`config.mk`:
```
export PLATFORM = sky130hd
export DESIGN_NAME = bk_adder_arbiter
export DESIGN_NICKNAME = d
export VERILOG_FILES = /design/src/rtl/bk_arb_pkg.sv /design/src/rtl/bk_adder12.sv /design/src/rtl/bk_rr_arbiter.sv /design/src/rtl/bk_adder_arbiter.sv
export SDC_FILE = /design/constraint.sdc
export NUM_CORES = 1
export LEC_CHECK = 0
export BUFFER_PORTS_ARGS = -buffer_cell sky130_fd_sc_hd__buf_2
export CAP_MARGIN = 15
export CORE_ASPECT_RATIO = 0.9
export CORE_MARGIN = 1.5
export CORE_UTILIZATION = 42
export CTS_CLUSTER_SIZE = 28
export DETAILED_ROUTE_END_ITERATION = 6
export PLACE_DENSITY = 0.75
export SETUP_SLACK_MARGIN = 0.02
export SYNTH_ARGS = -nofsm -noshare
export SYNTH_HDL_FRONTEND = slang
export SYNTH_SLANG_ARGS = --single-unit
```
`constraint.sdc`:
```
create_clock -name clk -period 2.8 [get_ports clk]
set_input_delay 0.56 -clock clk [delete_from_list [all_inputs] [get_ports clk]]
set_output_delay 0.56 -clock clk [all_outputs]
set_load 0.01 [all_outputs]
```
`src/rtl/bk_arb_pkg.sv`:
```
// Shared types and constants for the Brent-Kung adder arbiter slice.
// ADD_W/SUM_W fix the operand and result widths. bk_arb_state_e is the
// FSM encoding. wrap_inc advances the round-robin pointer.
package bk_arb_pkg;

  localparam int ADD_W = 12;
  localparam int SUM_W = 13;

  typedef enum logic [1:0] {
    IDLE = 2'd0,
    EXEC = 2'd1,
    RESP = 2'd2
  } bk_arb_state_e;

  typedef logic [ADD_W-1:0] bk_opnd_t;
  typedef logic [SUM_W-1:0] bk_sum_t;

  // (g + 1) mod n, without a divider
  function automatic int unsigned wrap_inc(input int unsigned g, input int unsigned n);
    return (g + 1 >= n) ? 0 : g + 1;
  endfunction

endpackage

```
`src/rtl/bk_adder12.sv`:
```
// 12-bit Brent-Kung parallel-prefix adder, purely combinational.
// Ports:
//   inputs [23:0] : interleaved operands, inputs[2i]=a[i], inputs[2i+1]=b[i]
//   outs   [12:0] : a+b, outs[12] = carry out
module bk_adder12
  import bk_arb_pkg::*;
(
  input  logic [2*ADD_W-1:0] inputs,
  output bk_sum_t            outs
);

  // Largest span used by the down-sweep tree
  localparam int unsigned TOP_D = 2 ** ($clog2(ADD_W) - 1);

  bk_opnd_t a, b, p, gg, pg;

  always_comb begin
    a  = '0;
    b  = '0;
    for (int unsigned i = 0; i < ADD_W; i++) begin
      a[i] = inputs[2*i];
      b[i] = inputs[2*i+1];
    end
    p  = a ^ b;
    gg = a & b;
    pg = p;

    // Up-sweep: node i combines with i-d where i = 2d-1 mod 2d
    for (int unsigned d = 1; d < ADD_W; d = d * 2) begin
      for (int unsigned i = 2*d - 1; i < ADD_W; i = i + 2*d) begin
        gg[i] = gg[i] | (pg[i] & gg[i-d]);
        pg[i] = pg[i] & pg[i-d];
      end
    end

    // Down-sweep: fill remaining prefixes from the completed ones
    for (int unsigned d = TOP_D; d >= 1; d = d / 2) begin
      for (int unsigned i = 3*d - 1; i < ADD_W; i = i + 2*d) begin
        gg[i] = gg[i] | (pg[i] & gg[i-d]);
        pg[i] = pg[i] & pg[i-d];
      end
    end

    outs    = '0;
    outs[0] = p[0];
    for (int unsigned i = 1; i < ADD_W; i++) begin
      outs[i] = p[i] ^ gg[i-1];
    end
    outs[ADD_W] = gg[ADD_W-1];
  end

endmodule

```
`src/rtl/bk_rr_arbiter.sv`:
```
// Request arbiter for bk_adder_arbiter.
// Default build: round-robin, search starts at ptr and wraps.
// With BK_ARB_FIXED_PRIO_EN defined: fixed priority, lowest index wins,
// ptr is ignored.
// Ports:
//   req     [N_REQ-1:0] : request vector
//   ptr     [ID_W-1:0]  : round-robin start index
//   en                  : grant enable; gnt is all-zero when low
//   gnt     [N_REQ-1:0] : one-hot grant
//   gnt_idx [ID_W-1:0]  : encoded winner (valid when gnt_any)
//   gnt_any             : a grant is issued this cycle
module bk_rr_arbiter #(
  parameter  int N_REQ = 4,
  localparam int ID_W  = $clog2(N_REQ)
) (
  input  logic [N_REQ-1:0] req,
  input  logic [ID_W-1:0]  ptr,
  input  logic             en,
  output logic [N_REQ-1:0] gnt,
  output logic [ID_W-1:0]  gnt_idx,
  output logic             gnt_any
);

  logic found;

`ifdef BK_ARB_FIXED_PRIO_EN
  // Pointer is not part of the fixed-priority selection
  logic unused_ptr;
  assign unused_ptr = ^ptr;

  always_comb begin
    found   = 1'b0;
    gnt_idx = '0;
    for (int unsigned i = 0; i < N_REQ; i++) begin
      if (!found && req[i]) begin
        found   = 1'b1;
        gnt_idx = ID_W'(i);
      end
    end
  end
`else
  always_comb begin
    int unsigned idx;
    found   = 1'b0;
    gnt_idx = '0;
    for (int unsigned off = 0; off < N_REQ; off++) begin
      idx = int'(ptr) + off;
      if (idx >= N_REQ) idx = idx - N_REQ;
      if (!found && req[idx]) begin
        found   = 1'b1;
        gnt_idx = ID_W'(idx);
      end
    end
  end
`endif

  always_comb begin
    gnt     = '0;
    gnt_any = en && found;
    if (gnt_any) gnt[gnt_idx] = 1'b1;
  end

endmodule

```
`src/rtl/bk_adder_arbiter.sv`:
```
// Shares one 12-bit Brent-Kung adder between N_REQ requesters, one
// operation in flight at a time. Accepted operands are registered into
// the adder. The 13-bit sum is returned with the owner's index.
// Optional macro BK_ARB_FIXED_PRIO_EN selects fixed priority instead of
// round-robin. The FSM, latency and ports are the same in both builds.
// Ports:
//   clk, rst_n           : clock (rising), async active-low reset
//   req_valid [N_REQ]    : per-requester valid
//   req_a/req_b [N_REQ*12] : operands, requester i at [12i+11:12i]
//   req_ready [N_REQ]    : one-hot combinational accept
//   rsp_valid/rsp_ready  : response handshake
//   rsp_sum [13]         : a+b with carry in bit 12
//   rsp_id  [ID_W]       : owner of rsp_sum
//   busy                 : FSM not in IDLE
module bk_adder_arbiter
  import bk_arb_pkg::*;
#(
  parameter  int N_REQ = 4,
  localparam int ID_W  = $clog2(N_REQ)
) (
  input  logic               clk,
  input  logic               rst_n,
  input  logic [N_REQ-1:0]   req_valid,
  input  logic [N_REQ*12-1:0] req_a,
  input  logic [N_REQ*12-1:0] req_b,
  output logic [N_REQ-1:0]   req_ready,
  output logic               rsp_valid,
  input  logic               rsp_ready,
  output logic [12:0]        rsp_sum,
  output logic [ID_W-1:0]    rsp_id,
  output logic               busy
);

  bk_arb_state_e        state_q;
  bk_opnd_t             op_a_q, op_b_q;
  logic [ID_W-1:0]      id_q;
  bk_sum_t              rsp_sum_q;
  logic [ID_W-1:0]      rsp_id_q;
  logic                 rsp_valid_q;

  logic [ID_W-1:0]      arb_ptr;
  logic                 grant_en;
  logic [N_REQ-1:0]     gnt;
  logic [ID_W-1:0]      gnt_idx;
  logic                 gnt_any;
  bk_opnd_t             sel_a, sel_b;
  logic [2*ADD_W-1:0]   add_in;
  bk_sum_t              add_sum;

  // rst_n term keeps req_ready low while reset is held, even though the
  // reset state is IDLE and would otherwise accept.
  assign grant_en = rst_n && ((state_q == IDLE) || (state_q == RESP && rsp_ready));

  bk_rr_arbiter #(.N_REQ(N_REQ)) u_arb (
    .req     (req_valid),
    .ptr     (arb_ptr),
    .en      (grant_en),
    .gnt     (gnt),
    .gnt_idx (gnt_idx),
    .gnt_any (gnt_any)
  );

  assign req_ready = gnt;
  assign sel_a     = req_a[int'(gnt_idx)*ADD_W +: ADD_W];
  assign sel_b     = req_b[int'(gnt_idx)*ADD_W +: ADD_W];

`ifdef BK_ARB_FIXED_PRIO_EN
  assign arb_ptr = '0;
`else
  logic [ID_W-1:0] ptr_q;
  assign arb_ptr = ptr_q;

  always_ff @(posedge clk or negedge rst_n) begin
    if (!rst_n) begin
      ptr_q <= '0;
    end else if (gnt_any) begin
      ptr_q <= ID_W'(wrap_inc(int'(gnt_idx), N_REQ));
    end
  end
`endif

  always_comb begin
    add_in = '0;
    for (int unsigned i = 0; i < ADD_W; i++) begin
      add_in[2*i]   = op_a_q[i];
      add_in[2*i+1] = op_b_q[i];
    end
  end

  bk_adder12 u_add (
    .inputs (add_in),
    .outs   (add_sum)
  );

  always_ff @(posedge clk or negedge rst_n) begin
    if (!rst_n) begin
      state_q     <= IDLE;
      op_a_q      <= '0;
      op_b_q      <= '0;
      id_q        <= '0;
      rsp_sum_q   <= '0;
      rsp_id_q    <= '0;
      rsp_valid_q <= 1'b0;
    end else begin
      case (state_q)
        IDLE: begin
          if (gnt_any) begin
            op_a_q  <= sel_a;
            op_b_q  <= sel_b;
            id_q    <= gnt_idx;
            state_q <= EXEC;
          end
        end
        EXEC: begin
          rsp_sum_q   <= add_sum;
          rsp_id_q    <= id_q;
          rsp_valid_q <= 1'b1;
          state_q     <= RESP;
        end
        RESP: begin
          if (rsp_ready) begin
            rsp_valid_q <= 1'b0;
            if (gnt_any) begin
              op_a_q  <= sel_a;
              op_b_q  <= sel_b;
              id_q    <= gnt_idx;
              state_q <= EXEC;
            end else begin
              state_q <= IDLE;
            end
          end
        end
        default: state_q <= IDLE;
      endcase
    end
  end

  assign rsp_valid = rsp_valid_q;
  assign rsp_sum   = rsp_sum_q;
  assign rsp_id    = rsp_id_q;
  assign busy      = (state_q != IDLE);

endmodule
```
==> impl_metrics.toml, run 1 <==
[timing]
fin_crit_ns = 2.550
drv_slew = 0
fin_setup_tns_ns = 0
rsz0062_at_grt = "false"
worstMarginPinSlew_ns = 0.6263
hold_viol = 0
layout_setup_ws_ns = 0.2498
hold_slack_ns = 0.4311
fmax_mhz = 392.1
max-slew-margin-rel_pct = 58.16
skew_ns = 0.006547
setup_violations = 0
period_share_pct = 91.08

[die]
pin_count = 124
die_w_um = 91.20
dieHeight_um = 82.38
die-area_um2 = 7512
start_util_pct = 44.17
coreArea_um2 = 6656
row_count = 28

[global_routing]
track_usage_pct = 18.35
grt_max_degree = 47
grt_overflow = 0
grt_first_pass_wirelength_um = 10770
antenna_found_initial = 0
first_global_vias = 2308

[placed_design]
pre_cts_slack_ns = 0.2810
portBuffers = 123
dp.final_hpwl_um = 5314
placed_area_um2 = 3580
place.gp.congestion = 0.8258

[cts]
cts_buffers = 5
cts_hold_buf = 0
ctsResizeCount = 0
clock_path_buffers = 2
htree_levels = 2
cts_tree = "done"
path_clk_slew_ns = 0.09
cts_root_buf = "clkbuf_8"
post-cts-setup-buffer-count = 0
clock_latency_ns = 0.30
clkSinkCount = 46

[routing]
ant_nets = 0
vias = 2508
drt_iter0_drc = 122
dr.pass1.iters = 4
drc = 0
wl_per_cell_um = 13.63
drt_wl_total_um = 6762
post_drt_via_cell_ratio = 5.056

[run]
max_cap_viol_count = 0

[layout]
drive_gt1_share_pct = 35.47
area_growth_pct = 24.98
diodes = 0
fin_area_um2 = 3675
finalNetCount = 529

[worst_setup_path]
path_class = "flop to flop"
cp.required_ns = 3.01
end_kind = "flop"
crit_arrival_ns = 2.76
start_kind = "flop"
cp_max_fo = 3

[yosys]
synth_flop_cell = "dfrtp_1"
ys_seq_elements = 46
synth_area_per_cell_um2 = 10.32
syn_inst = 285
synthTopCellsByArea = "dfrtp_1 (39%), mux2i_1 (17%), nand2_1 (7.7%), o221ai_1 (7.1%), ha_1 (6.4%)"
ys_warn_count = 0
synth.most_common_cell = "nand2_1"
synthTopCellsByCount = "nand2_1 (60), mux2i_1 (49), dfrtp_1 (46), o221ai_1 (24), ha_1 (15)"
synth_area_leader_cell = "dfrtp_1"
synthesis.nets = 409
ys_seq_area_share_pct = 39.15
yosysUniqueCellTypes = 38
synthArstFlopShare_pct = 100.0
yosysTopAreaCellShare_pct = 39.15
synth_enable_flop_cells = 0
syn_area_um2 = 2940

[power_and_ir_drop]
p_total_mw = 3.341
p_clk_share_pct = 12.7
ir_drop_mv = 0.3360
powerDensity_nw_per_um2 = 909.1
swShare_pct = 41.25
leakage_nw = 2.021
internal_power_mw = 1.963
power.switching_mw = 1.378
power_frac_comb_pct = 51.0
power_frac_seq_pct = 36.4

[hold_path]
hold_path.class = "input port to asynchronous set/reset pin"

[outcome]
outcome = "complete, no violations"
power by group through the flow:
stage | registers (mW) | clock network (mW) | logic [mW]
after global placement | 1.22 | 0 | 1.67
final | 1.22 | 0.423 | 1.70
after floorplan | 1.22 | 0 | 1.26
after global routing | 1.27 | 0.455 | 1.95
after detailed placement | 1.23 | 0 | 1.71
after CTS | 1.22 | 0.429 | 1.72
layout make-up:
class	instances	area, µm²
fill	636	2982
inverter	15	56.30
clock inverter	2	12.51
sequential	46	1151
timing repair buffer	129	660.6
clock buffer	6	82.58
multi-input combinational	208	1599
tap	90	112.6
worst max-delay path, stage by stage, from the launching register on:
cell,delay (ns)
dfrtp_1,0.40
ha_1,0.21
fa_1,0.38
a21o_1,0.16
a21oi_1,0.25
o21ai_0,0.12
nand2_1,0.14
o21ai_0,0.12
fa_1,0.39
xnor2_1,0.13
o21ai_0,0.15
sequential cells by signal (all words and copies together), names as in the netlist:
signal	count
rsp_id	2
rsp_valid	1
state_q	2
arb_ptr	2
op_b_q	12
op_a_q	12
rsp_sum	13
id_q	2
cells in the final DEF, fill, tap and decap left out, types with 2 or more instances in the layout:
cell and n:
a2111oi_0 2, nand2_1 60, dfrtp_1 46, buf_2 123, xnor2_1 2, o221ai_1 24, nor2_1 3, clkbuf_8 6
o21ai_0 14, and2_1 4, a21oi_1 8, ha_1 15, buf_4 6, inv_1 14, fa_1 6, mux2i_1 49
xor2_1 3
final timing paths:
| check | start | to | slack (ns) | depth (start not counted) |
|---|---|---|---|---|
| max | op_a_q[0] | rsp_sum[11] | 0.25 | 10 |
| min | rst_n | op_a_q[8] | 0.43 | 2 |
| max reg2reg | op_a_q[0] | rsp_sum[11] | 0.25 | 10 |
| min reg2reg | id_q[0] | rsp_id[0] | 0.48 | 2 |
| max in group asynchronous | rst_n | rsp_valid | 1.98 | 2 |
| min in group clk | id_q[0] | rsp_id[0] | 0.48 | 2 |
cells by family (layout without fill, tap and decap cells):
family	count (synthesis)	after routing	share of synthesized area, %
and+or+nand+nor	76	76	11.49
DFF	46	46	39.15
AOI/OAI and AO/OA	57	57	13.79
xor gates and xnor gates	5	5	1.490
adders and majority gates	21	21	10.47
muxes	49	49	16.68
buffers and inverters	31	152	6.936
per-stage QoR:
| stage | std cells | utilization [%] |
|---|---|---|
| after global routing | 496 | 55.21 |
| after global placement | 488 | 53.78 |
| after CTS | 496 | 55.21 |
| final | 496 | 55.21 |
| after detailed placement | 488 | 53.78 |
| after floorplan | 285 | - |
metal layers:
layer	track usage [%]	wire, µm	share of wire (%)
met2	30.22	3170	47
met3	3.846	358	5.3
met1	25.10	3203	47
met5	0	0	0
met4	4.219	30	0.44
(Power assumes the default switching activity.)
==> inputs of run 2 (changes only) <==
--- a/config.mk
+++ b/config.mk
@@ -7,12 +7,14 @@
 export LEC_CHECK = 0
 export BUFFER_PORTS_ARGS = -buffer_cell sky130_fd_sc_hd__buf_2
 export CAP_MARGIN = 15
+export CELL_PAD_IN_SITES_DETAIL_PLACEMENT = 1
+export CELL_PAD_IN_SITES_GLOBAL_PLACEMENT = 1
 export CORE_ASPECT_RATIO = 0.9
 export CORE_MARGIN = 1.5
-export CORE_UTILIZATION = 42
+export CORE_UTILIZATION = 36
 export CTS_CLUSTER_SIZE = 28
 export DETAILED_ROUTE_END_ITERATION = 6
-export PLACE_DENSITY = 0.75
+export PLACE_DENSITY = 0.84
 export SETUP_SLACK_MARGIN = 0.02
 export SYNTH_ARGS = -nofsm -noshare
 export SYNTH_HDL_FRONTEND = slang
==> impl_metrics.toml, run 2 (same netlist as run 1, synthesis figures left out) <==
[layout]
area_growth_pct = 26.21
ff_latch_area_um2 = 1151
fin_util_pct = 46.45
fin_area_um2 = 3711
nFillCells = 944
multi_input_area_um2 = 1599
mostFrequentLayoutCell = "buf_2"
diodes = 0
drive_gt1_share_pct = 35.47
largest_reg_flops = 13
finalNetCount = 530
layout_common_cells = "buf_2 (123), nand2_1 (60), mux2i_1 (49), dfrtp_1 (46), o221ai_1 (24)"
final_cells = 505

[power_and_ir_drop]
powerDensity_nw_per_um2 = 953.4
ir_drop_mv = 0.3165
leakage_nw = 2.036
p_total_mw = 3.538

[worst_setup_path]
regToRegSetupSlack_ns = 0.22
path_cells = "ha_1 -> fa_1 -> a21o_1 -> a21oi_1 -> o21ai_0 -> nand2_1 -> o21ai_0 -> fa_1 -> xnor2_1 -> o21ai_0"
cpMaxStageDelayCell = "fa_1"
cp.required_ns = 2.98
path_common_cell = "o21ai_0"
crit_arrival_ns = 2.76
path_class = "flop to flop"
cpPeakStageDelay_ns = 0.41
start_kind = "flop"
end_kind = "flop"
ff2ff_path_depth = 10
r2r_start = "op_a_q[0]"
cp_max_fo = 3
reg2reg_to = "rsp_sum[11]"

[global_routing]
grt_first_pass_wirelength_um = 13700
first_global_vias = 2781
track_usage_pct = 19.82
grt_max_degree = 47
antenna_found_initial = 0
grt_overflow = 0

[routing]
ant_nets = 0
drt_iter0_drc = 80
dr.pass1.iters = 4
vias = 2627
drc = 0
wl_per_cell_um = 16.80
drt_wl_total_um = 8482
post_drt_via_cell_ratio = 5.202

[outcome]
outcome = "complete, no violations"

[timing]
skew_ns = 0.006598
period_share_pct = 92.15
worstMarginPinSlew_ns = 0.6005
hold_slack_ns = 0.4542
rsz0062_at_grt = "false"
layout_setup_ws_ns = 0.2197
fmax_mhz = 387.6
setup_violations = 0
max-slew-margin-rel_pct = 59.97
hold_viol = 0
fin_setup_tns_ns = 0
fin_crit_ns = 2.580
drv_slew = 0

[placed_design]
dp.final_hpwl_um = 6543
place.gp.congestion = 0.8027
pre_cts_slack_ns = 0.1949
placed_cells = 498
portBuffers = 123
placed_area_um2 = 3598

[cts]
path_clk_slew_ns = 0.09
clock_latency_ns = 0.30
cts_tree = "done"
cts_hold_buf = 0
cts_buffers = 5
cts_root_buf = "clkbuf_8"
ctsResizeCount = 0
clkSinkCount = 46
post-cts-setup-buffer-count = 0
clock_path_buffers = 2
htree_levels = 2

[run]
max_cap_viol_count = 0

[die]
coreArea_um2 = 7990
row_count = 31
start_util_pct = 36.80
die-area_um2 = 8720
pin_count = 124
dieHeight_um = 88.74
die_w_um = 98.27

[hold_path]
hold_path.class = "input port to asynchronous set/reset pin"
[run 2: worst max-delay path: cells and delay by family (launching register included)]
family	cells	cell delay, ns
AOI/OAI and AO/OA	5	0.78
xor gates and xnor gates	1	0.14
adders and majority gates	3	1.01
DFF	1	0.40
and+or+nand+nor	1	0.13
[run 2: metal layers]
layer | global-route usage (%) | wire length, µm
met3 | 2.449 | 349
met1 | 25.54 | 3739
met5 | 0 | 0
met2 | 35.42 | 4233
met4 | 5.890 | 160
[run 2: area by class of cell]
cell class,count,area share (%)
multi-input combinational,208,43.09
sequential,46,31.02
timing repair buffer,130,18.00
tap,99,3.338
clock buffer,6,2.225
inverter,15,1.517
clock inverter,1,0.8092
[run 2: worst max path at each step]
stage	start	depth (start not counted)	end
2_1_floorplan	op_a_q[0]	10	rsp_sum[11]
3_3_place_gp	op_a_q[0]	10	rsp_sum[11]
3_5_place_dp	op_a_q[0]	10	rsp_sum[11]
4_1_cts	op_a_q[0]	10	rsp_sum[11]
5_1_grt	op_a_q[0]	10	rsp_sum[11]
6_report	op_a_q[0]	10	rsp_sum[11]
[run 2: where the power goes]
group / total [mW] / internal, mW / switching, mW
logic: 1.80 / 0.805 / 0.997
registers: 1.23 / 0.979 / 0.255
clock network: 0.502 / 0.286 / 0.216
==> inputs of run 3 (changes only) <==
--- a/config.mk
+++ b/config.mk
@@ -14,8 +14,9 @@
 export CORE_UTILIZATION = 36
 export CTS_CLUSTER_SIZE = 28
 export DETAILED_ROUTE_END_ITERATION = 6
-export PLACE_DENSITY = 0.84
+export PLACE_DENSITY_LB_ADDON = 0.1
 export SETUP_SLACK_MARGIN = 0.02
 export SYNTH_ARGS = -nofsm -noshare
 export SYNTH_HDL_FRONTEND = slang
 export SYNTH_SLANG_ARGS = --single-unit
+export TNS_END_PERCENT = 50
==> constraint.sdc (replaced) <==
create_clock -name clk -period 2.8 [get_ports clk]
set_input_delay 0.56 -clock clk [delete_from_list [all_inputs] [get_ports clk]]
set_output_delay 0.56 -clock clk [all_outputs]
set_load 0.05 [all_outputs]
==> impl_metrics.toml, run 3 (same netlist as run 1, synthesis figures left out) <==
[cts]
clkSinkCount = 46
cts_root_buf = "clkbuf_8"
post-cts-setup-buffer-count = 0
ctsResizeCount = 0
htree_levels = 2
cts_buffers = 5
path_clk_slew_ns = 0.09
clock_path_buffers = 2
cts_tree = "done"
cts_hold_buf = 0
clock_latency_ns = 0.30

[timing]
hold_viol = 0
fin_setup_tns_ns = 0
skew_ns = 0.007287
worstMarginPinSlew_ns = 0.5856
drv_slew = 0
max-slew-margin-rel_pct = 60.96
rsz0062_at_grt = "false"
setup_violations = 0
fin_crit_ns = 2.550
period_share_pct = 91.08
fmax_mhz = 392.1

[power_and_ir_drop]
leakage_nw = 2.022
powerDensity_nw_per_um2 = 1030
ir_drop_mv = 0.3100

[die]
row_count = 31
dieHeight_um = 88.74
pin_count = 124
die_w_um = 98.27
coreArea_um2 = 7990
die-area_um2 = 8720
start_util_pct = 36.80

[worst_setup_path]
cpMaxStageDelayCell = "dfrtp_1"
start_kind = "flop"
end_kind = "output pin"
path_cells = "mux2i_1 -> nor2_1 -> nor3_2 -> inv_1 -> ha_1 -> and2_1 -> buf_2"
cpPeakStageDelay_ns = 0.50
cp.required_ns = 2.24
path_class = "flop to output pin"
cp_max_fo = 6
crit_arrival_ns = 1.99

[layout]
area_growth_pct = 25.32
fin_area_um2 = 3685
largest_reg_flops = 13
layout_common_cells = "buf_2 (123), nand2_1 (60), mux2i_1 (49), dfrtp_1 (46), o221ai_1 (24)"
finalNetCount = 530
drive_gt1_share_pct = 35.56
mostFrequentLayoutCell = "buf_2"
diodes = 0

[routing]
drt_iter0_drc = 53
drc = 0
dr.pass1.iters = 4
ant_nets = 0
wl_per_cell_um = 15.32
vias = 2542
post_drt_via_cell_ratio = 5.044
drt_wl_total_um = 7723

[global_routing]
grt_overflow = 0
antenna_found_initial = 0
grt_max_degree = 47
track_usage_pct = 18.55
grt_first_pass_wirelength_um = 12760
first_global_vias = 2625

[placed_design]
dp.final_hpwl_um = 6034
place.gp.congestion = 0.8149
placed_area_um2 = 3598
portBuffers = 123

[outcome]
outcome = "complete, no violations"

[run]
max_cap_viol_count = 0

[hold_path]
hold_path.class = "input port to asynchronous set/reset pin"
==> run 3: final cells by class <==
type                       instances  area (µm²)
timing repair buffer             130       668.1
sequential                        46        1151
clock buffer                       6       82.58
fill                             964        4305
inverter                          15       56.30
multi-input combinational        208        1603
tap                               99       123.9
==> run 3: worst max-delay path: cells and delay by family (launching register included) <==
family	cells	cell delay, ns
multiplexers	1	0.22
AND/OR/NAND/NOR	3	0.43
flip-flops	1	0.50
buffers and inverters	2	0.32
adder cells (fa/ha/maj)	1	0.22
==> run 3: worst paths after layout <==
check	startpoint	to	slack [ns]	cells past startpoint
max in group asynchronous	rst_n	op_a_q[6]	1.97	2
setup reg to reg	op_a_q[0]	rsp_sum[11]	0.32	10
min in group clk	rsp_sum[0]	rsp_sum[0]	0.48	2
hold reg to reg	rsp_sum[0]	rsp_sum[0]	0.48	2
hold / removal	rst_n	rsp_sum[0]	0.43	2
setup / recovery	arb_ptr[1]	req_ready[2]	0.25	7
==> run 3: layer usage <==
layer  vias up  GRT usage, %  routed length [µm]
met1      1207         25.53                3780
li1       1253             -                   -
met5         -             0                   0
met3        10         3.002                 320
met2        72         30.66                3524
met4         0         5.250                  97
==> run 3: per-stage QoR <==
| stage | total power, mW | cells | util (%) | setup WS (ns) | hold slack, ns |
|---|---|---|---|---|---|
| floorplan | 2.844 | 285 | - | 0.4487 | 0.2644 |
| global placement | 3.354 | 498 | 45.04 | 0.3482 | 0.4573 |
| detailed placement | 3.420 | 498 | 45.04 | 0.2664 | 0.4663 |
| CTS | 3.836 | 504 | 46.07 | 0.2259 | 0.4550 |
| global route | 4.136 | 504 | 46.12 | 0.08103 | 0.4694 |
| finish | 3.795 | 504 | 46.12 | 0.2499 | 0.4274 |
==> run 3: power breakdown <==
group | internal [mW] | switching (mW)
registers | 0.979 | 0.246
logic | 0.817 | 1.35
clock network | 0.191 | 0.212
total | 1.99 | 1.81
